$ cat src/rtl/wb_regfile.sv
// Write-back register file: two combinational read ports, one write port, dirty bitmap and write counter.
// Optional macro REGFILE_BYPASS_EN forwards same-cycle write data to matching read ports.
module wb_regfile #(
    parameter int DATA_W   = 32,
    parameter int ADDR_W   = 5,
    parameter int NUM_REGS = 32
) (
    input  logic                clk,
    input  logic                rst,
    input  logic                we,
    input  logic [ADDR_W-1:0]   waddr,
    input  logic [DATA_W-1:0]   wdata,
    input  logic                re1,
    input  logic [ADDR_W-1:0]   raddr1,
    output logic [DATA_W-1:0]   rdata1,
    input  logic                re2,
    input  logic [ADDR_W-1:0]   raddr2,
    output logic [DATA_W-1:0]   rdata2,
    input  logic                dirty_clr,
    output logic [NUM_REGS-1:0] dirty,
    output logic [31:0]         wr_count
);

    logic [DATA_W-1:0]   regs [NUM_REGS];
    logic [NUM_REGS-1:0] dirty_q;
    logic [31:0]         wr_count_q;
    logic                wr_ok;

    // r0 is hardwired to zero, so writes to it are neither stored nor counted.
    assign wr_ok = !rst && we && (waddr != '0);

    always_ff @(posedge clk) begin
        if (rst) begin
            for (int i = 0; i < NUM_REGS; i++) begin
                regs[i] <= '0;
            end
            dirty_q    <= '0;
            wr_count_q <= '0;
        end else begin
            if (dirty_clr) begin
                dirty_q <= '0;
            end
            // Placed after the clear so a colliding write keeps its own bit set.
            if (wr_ok) begin
                regs[waddr]    <= wdata;
                dirty_q[waddr] <= 1'b1;
                wr_count_q     <= wr_count_q + 32'd1;
            end
        end
    end

    always_comb begin
        rdata1 = '0;
        if (!rst && re1 && (raddr1 != '0)) begin
`ifdef REGFILE_BYPASS_EN
            if (wr_ok && (raddr1 == waddr)) begin
                rdata1 = wdata;
            end else begin
                rdata1 = regs[raddr1];
            end
`else
            rdata1 = regs[raddr1];
`endif
        end
    end

    always_comb begin
        rdata2 = '0;
        if (!rst && re2 && (raddr2 != '0)) begin
`ifdef REGFILE_BYPASS_EN
            if (wr_ok && (raddr2 == waddr)) begin
                rdata2 = wdata;
            end else begin
                rdata2 = regs[raddr2];
            end
`else
            rdata2 = regs[raddr2];
`endif
        end
    end

    assign dirty    = dirty_q;
    assign wr_count = wr_count_q;

endmodule

$ cat config.mk
export PLATFORM = sky130hd
export DESIGN_NAME = wb_regfile
export DESIGN_NICKNAME = d
export VERILOG_FILES = /design/src/rtl/wb_regfile.sv
export SDC_FILE = /design/constraint.sdc
export NUM_CORES = 2
export LEC_CHECK = 0
export CAP_MARGIN = 20
export CORE_ASPECT_RATIO = 1.25
export CORE_MARGIN = 2
export CORE_UTILIZATION = 35
export CTS_CLUSTER_DIAMETER = 100
export DETAILED_ROUTE_END_ITERATION = 8
export PLACE_DENSITY_LB_ADDON = 0.1
export SYNTH_ARGS = -nofsm -noshare
export SYNTH_HDL_FRONTEND = slang
export SYNTH_SLANG_ARGS = --single-unit
$ cat constraint.sdc
create_clock -name clk -period 3.2 [get_ports clk]
set_input_delay 0.64 -clock clk [delete_from_list [all_inputs] [get_ports clk]]
set_output_delay 0.64 -clock clk [all_outputs]
set_load 0.005 [all_outputs]
## Word level (Yosys, flattened, before mapping)

Memory sizes are Yosys's and may differ from the RTL's.
Index checks and enable logic that the tools add are counted.

| storage, ports and cells | value |
|---|---|
| bits in registers | 64 |
| bits in writable memories | 1024 |
| input bits | 53 |
| output and inout bits | 128 |
| logic and storage cells | 34 |
| memories | 1 |

Memory list:

| memory | words | bits a word | read ports | clocked after memory_dff | write ports | RTL line | text |
|---|---|---|---|---|---|---|---|
| regs | 32 | 32 | 2 | 0 | 32 | 24 | `logic [DATA_W-1:0] regs [NUM_REGS];` |

| operators by class | value |
|---|---|
| add/sub/neg operators | 1 |
| magnitude comparators | 2 |
| multiplexer cells | 15 |
| bitwise operators | 1 |
| reduce and logical (&&, ||, !) cells | 12 |

Operators by type and width:

| cell | number |
|---|---|
| $mux 32 | 6 |
| $add 32x1->32 const B | 1 |
| $or 32x32->32 | 1 |
| $reduce_or 32->1 | 1 |
| $reduce_bool 5->1 | 3 |
| $logic_and 1x1->1 | 7 |
| $mux 1 | 7 |
| $lt 5x6->1 const B | 1 |
| $demux 1 s5 | 1 |
| $ge 5x1->1 const B | 1 |
| $mux 5 | 1 |
| $logic_not 1->1 | 1 |

## Longest topological paths before layout

| depth | value |
|---|---|
| depth in word-level cells | 8 |
| gate-level depth with buffers | 8 |
| depth with buffers taken out | 5 |

## Worst setup path after synthesis

No wires, ideal clock.

| path | value |
|---|---|
| kind | input -> output |
| start | input port raddr1[3] |
| end | output port rdata1[14] |
| data arrival time | 2.081 ns |
| data required time | 2.560 ns |
| path slack | 0.479 ns |
| stages on the path | 7 |
| path buffers | 3 |
| path through | buf_2 buf_2 clkbuf_1 mux4_2 mux2_2 nand2_1 nand4_1 |

| on the way | value |
|---|---|
| cells in the longest elaborated chain, start to end | 3 |
| elaborated cells between the ends (all ways) | 4 |
| classes of those cells | 1 x mux; 2 x reduce/logical; 1 x memory |

Ends and longest elaborated chain:

| element | RTL line | text |
|---|---|---|
| from (decl) | 14 | `input logic [ADDR_W-1:0] raddr1,` |
| parallel branches: the longest is 2 deep, another holds $mem_v2 32x32 | -- |  |
| $mux 32 * | 54 | `if (!rst && re1 && (raddr1 != '0)) begin` |
| to (decl) | 15 | `output logic [DATA_W-1:0] rdata1,` |

Mark *: on every way between the ends.

## Worst setup path in the final report

| path | value |
|---|---|
| start | input port raddr2[0] |
| end | output port rdata2[17] |

| on the way | value |
|---|---|
| cells in the longest elaborated chain, start to end | 3 |
| elaborated cells between the ends (all ways) | 4 |
| classes of those cells | 1 x mux; 2 x reduce/logical; 1 x memory |

Ends and longest elaborated chain:

| element | RTL line | text |
|---|---|---|
| from (decl) | 17 | `input logic [ADDR_W-1:0] raddr2,` |
| parallel branches: the longest is 2 deep, another holds $mem_v2 32x32 | -- |  |
| $mux 32 * | 69 | `if (!rst && re2 && (raddr2 != '0)) begin` |
| to (decl) | 18 | `output logic [DATA_W-1:0] rdata2,` |

Marks and branches as above.

==> run summary <==
DRC Markers -> 0
Tot GR Track Use -> 0.257
min Tclk post-route -> 3.26 ns
Final #Nets -> 4882
crit path capture -> rdata2[17]
post-synthesis register bit count -> 1088
Max Cap Viol -> 0
crit path DAT -> 2.62 ns
TritonCTS Sinks -> 1088
Max Clock Skew -> 0.00972 ns
first-pass GRT wire length -> 307000 µm
Core Box Area -> 163000 µm²
Critical Path, Cell by Cell -> buf_6, buf_12, buf_4, mux4_2, a22oi_2, nand4_1, clkdlybuf4s15_2
GRT met1 Usage -> 0.318
status -> finished, violations left
Startpoint Class -> input port
routed len/inst -> 30.5 µm
synth-to-layout area growth -> 25.5%
dpl ws -> -0.761 ns
worst r2r src -> wr_count[0]
dpl hpwl -> 144000 µm
CP Data Required Time -> 2.56 ns
critical path startpoint -> raddr2[0]
post-layout util -> 0.441
Max clock buf depth -> 3
Setup violations, final -> 7
Netlist cell types -> 47
peak supply drop -> 383 µV
PnR worst setup slack -> -0.0606 ns
GRT Max-Usage Layer -> met2
final worst path period share -> 1.02
Initial Utilization -> 0.351
die width -> 366 µm
Peak Freq -> 307 MHz
global route total overflow -> 0
Slew headroom -> 0.336
Final Hold Violating Endpoints -> 0
TritonCTS clock tree -> done
Tot Pwr -> 34.9 mW
Pre-antenna DRT Iters -> 5
Port Buffers -> 180
Pleak -> 27.0 nW
share of cells above drive strength 1 -> 0.260
crit end category -> output port
Seq/Total Area, Yosys -> 0.559
met3 GRT Util -> 0.0282
Clock Pin Slew Worst Setup and Hold Paths -> 0.06 ns
Placed Area -> 66400 µm²
Hold Path Class -> flop to flop
max-slew violation count -> 0
worst hold start -> dirty[28]
Final GP Congestion -> 0.912
failing checks -> setup timing
worst skew pair latency -> 0.75 ns
Worst-Margin Slew -> 0.994 ns
Via density -> 5.46
CP peak stage delay -> 0.56 ns
Iteration-0 DRC Markers -> 3192
vias in the first global route -> 40700
met2 GRT Util -> 0.447
mapped cell area -> 57300 µm²
Finished Cell Area -> 71900 µm²
TritonCTS buffer count -> 120
crit path kind -> input port to output port
antenna viol nets, final -> 0
CP max-delay cell -> mux4_2
R2R setup slack -> 1.09 ns
vias -> 38800
Post-Syn Instances -> 4332
DRT Wirelength -> 217000 µm
pin count of the biggest net entering global routing -> 51
Ports -> 181
row count -> 166
terminus of the critical flop-to-flop path -> wr_count[26]
die area -> 167000 µm²
Clock Tree Root -> clkbuf_16
syn_area_per_cell -> 13.2 µm²
Die Span Y -> 456 µm
unrepaired setup endpoints after global routing -> true
Power Dens Cells -> 486 nW/µm²
initial antenna violation count -> 7
Ys Warns -> 0
Worst R2R Path Depth -> 5
H-Tree Depth -> 3
worst-path fanout max -> 10
-- critical path, delay by kind of cell --
kind / cells / cell delay, ns
buf+inv: 4 / 0.91
mux: 1 / 0.56
simple gates: 1 / 0.29
compound gates: 1 / 0.20
-- routing by layer --
layer,up-vias,part of all wire
met5,-,0
met2,1220,0.50
li1,17200,-
met3,389,0.045
met1,20100,0.40
met4,0,0.055
-- per-stage QoR --
step / hold WS [ns] / TNS [ns] / cells
after floorplan: 0.451 / 0 / 4363
after global placement: 0.436 / -87.69 / 6830
after detailed placement: 0.442 / -96.57 / 6830
after CTS: 0.453 / -0.499 / 7117
after global routing: 0.465 / -0.507 / 7119
final: 0.451 / -0.241 / 7120
-- flip-flops by register name, indices dropped and copies added (netlist names) --
register / cells
dirty: 32
regs: 1024
wr_count: 32
-- area by class of cell --
type                    instances  area [µm²]
repair buffers                764        8740
well taps                    2184        2730
fillers                     14900       91100
multi-input cells            2847       24600
diodes                          2        5.00
clock buffers                 165        3320
inverters                       7        26.3
clock inverters                63         473
flip-flops and latches       1088       32000
-- Yosys cell counts, drive strengths merged --
| cell | number | area, µm² |
|---|---|---|
| o21ai | 7 | 35.0 |
| nor4b | 2 | 17.5 |
| o31ai | 13 | 97.6 |
| a211oi | 2 | 15.0 |
| a2111o | 2 | 22.5 |
| a2111oi | 2 | 17.5 |
| nand3b | 5 | 37.5 |
| nor3 | 2 | 15.0 |
| clkbuf | 289 | 1080 |
| mux2i | 513 | 5130 |
| a211o | 2 | 26.3 |
| nand4bb | 4 | 45.0 |
| edfxtp | 1024 | 30700 |
| mux4 | 256 | 5770 |
| a21o | 31 | 233 |
| a21oi | 146 | 731 |
| and4b | 2 | 20.0 |
| inv | 7 | 26.3 |
| nand4 | 75 | 475 |
| ha | 1 | 12.5 |
| xnor2 | 6 | 52.6 |
| o31a | 2 | 17.5 |
| or3 | 6 | 37.5 |
| nand3 | 137 | 686 |
| buf | 133 | 656 |
| conb | 1 | 3.75 |
| nor2 | 51 | 191 |
| a22oi | 192 | 1440 |
| nor4 | 4 | 25.0 |
| or3b | 2 | 17.5 |
| and2 | 997 | 6240 |
| or4 | 17 | 128 |
| nor2b | 12 | 75.1 |
| or2 | 31 | 194 |
| dfxtp | 64 | 1280 |
| nand2 | 211 | 792 |
| mux2 | 69 | 777 |
| nand4b | 3 | 26.3 |
| and4 | 5 | 43.8 |
| and3 | 1 | 6.26 |
| nand2b | 3 | 18.8 |
-- cell families after synthesis --
| family | after synthesis | synth area share |
|---|---|---|
| AOI/OAI and AO/OA | 399 | 0.0460 |
| xor gates and xnor gates | 6 | 0.000918 |
| adders and majority gates | 1 | 0.000218 |
| buffers and inverters | 429 | 0.0308 |
| DFF | 1088 | 0.559 |
| muxes | 838 | 0.204 |
| other | 1 | 0.0000655 |
| and+or+nand+nor | 1570 | 0.159 |
-- how the worst min path moves through the flow --
stage                 to  slack (ns)  cells after the start
2_1_floorplan  dirty[10]        0.45                      1
3_3_place_gp   dirty[21]        0.44                      1
3_5_place_dp   dirty[19]        0.44                      1
4_1_cts        dirty[28]        0.45                      1
5_1_grt        dirty[28]        0.47                      1
6_report       dirty[28]        0.45                      1
-- cells in the final DEF, fill, tap and decap left out, types with 13 or more instances in the layout --
| cell type | n |
|---|---|
| clkdlybuf4s50_1 | 103 |
| nor2_4 | 38 |
| edfxtp_1 | 1024 |
| clkbuf_1 | 36 |
| o31ai_1 | 13 |
| nor2_1 | 13 |
| conb_1 | 32 |
| clkinv_2 | 21 |
| and2_1 | 995 |
| nand2_2 | 19 |
| nand3_2 | 18 |
| mux2i_1 | 512 |
| nand3_1 | 119 |
| mux4_2 | 256 |
| clkinv_1 | 27 |
| buf_16 | 27 |
| buf_6 | 23 |
| mux2_2 | 16 |
| clkbuf_16 | 126 |
| a21oi_1 | 146 |
| dlygate4sd2_1 | 16 |
| a22oi_1 | 162 |
| clkdlybuf4s15_1 | 17 |
| a22oi_2 | 30 |
| or4_1 | 17 |
| or2_2 | 31 |
| nand4_1 | 74 |
| mux2_4 | 53 |
| buf_4 | 379 |
| buf_12 | 152 |
| nand2_1 | 182 |
| dfxtp_1 | 64 |
| a21o_1 | 31 |
| buf_2 | 28 |
-- what timing repair did --
| action | CTS | global route |
|---|---|---|
| pin swaps | 60 | 14 |
| setup buffers | 42 | 0 |
| hold buffers | 0 | 0 |
| endpoints found under the setup margin | 64 | 31 |
| cloned | 18 | 1 |
| resized for setup | 369 | 29 |
-- report_power, final --
group	internal (mW)	switching [mW]	total, mW
combinational	2.07	2.54	4.60
clock	7.69	5.99	13.7
sequential	16.3	0.371	16.7
(Power assumes the default switching activity.)
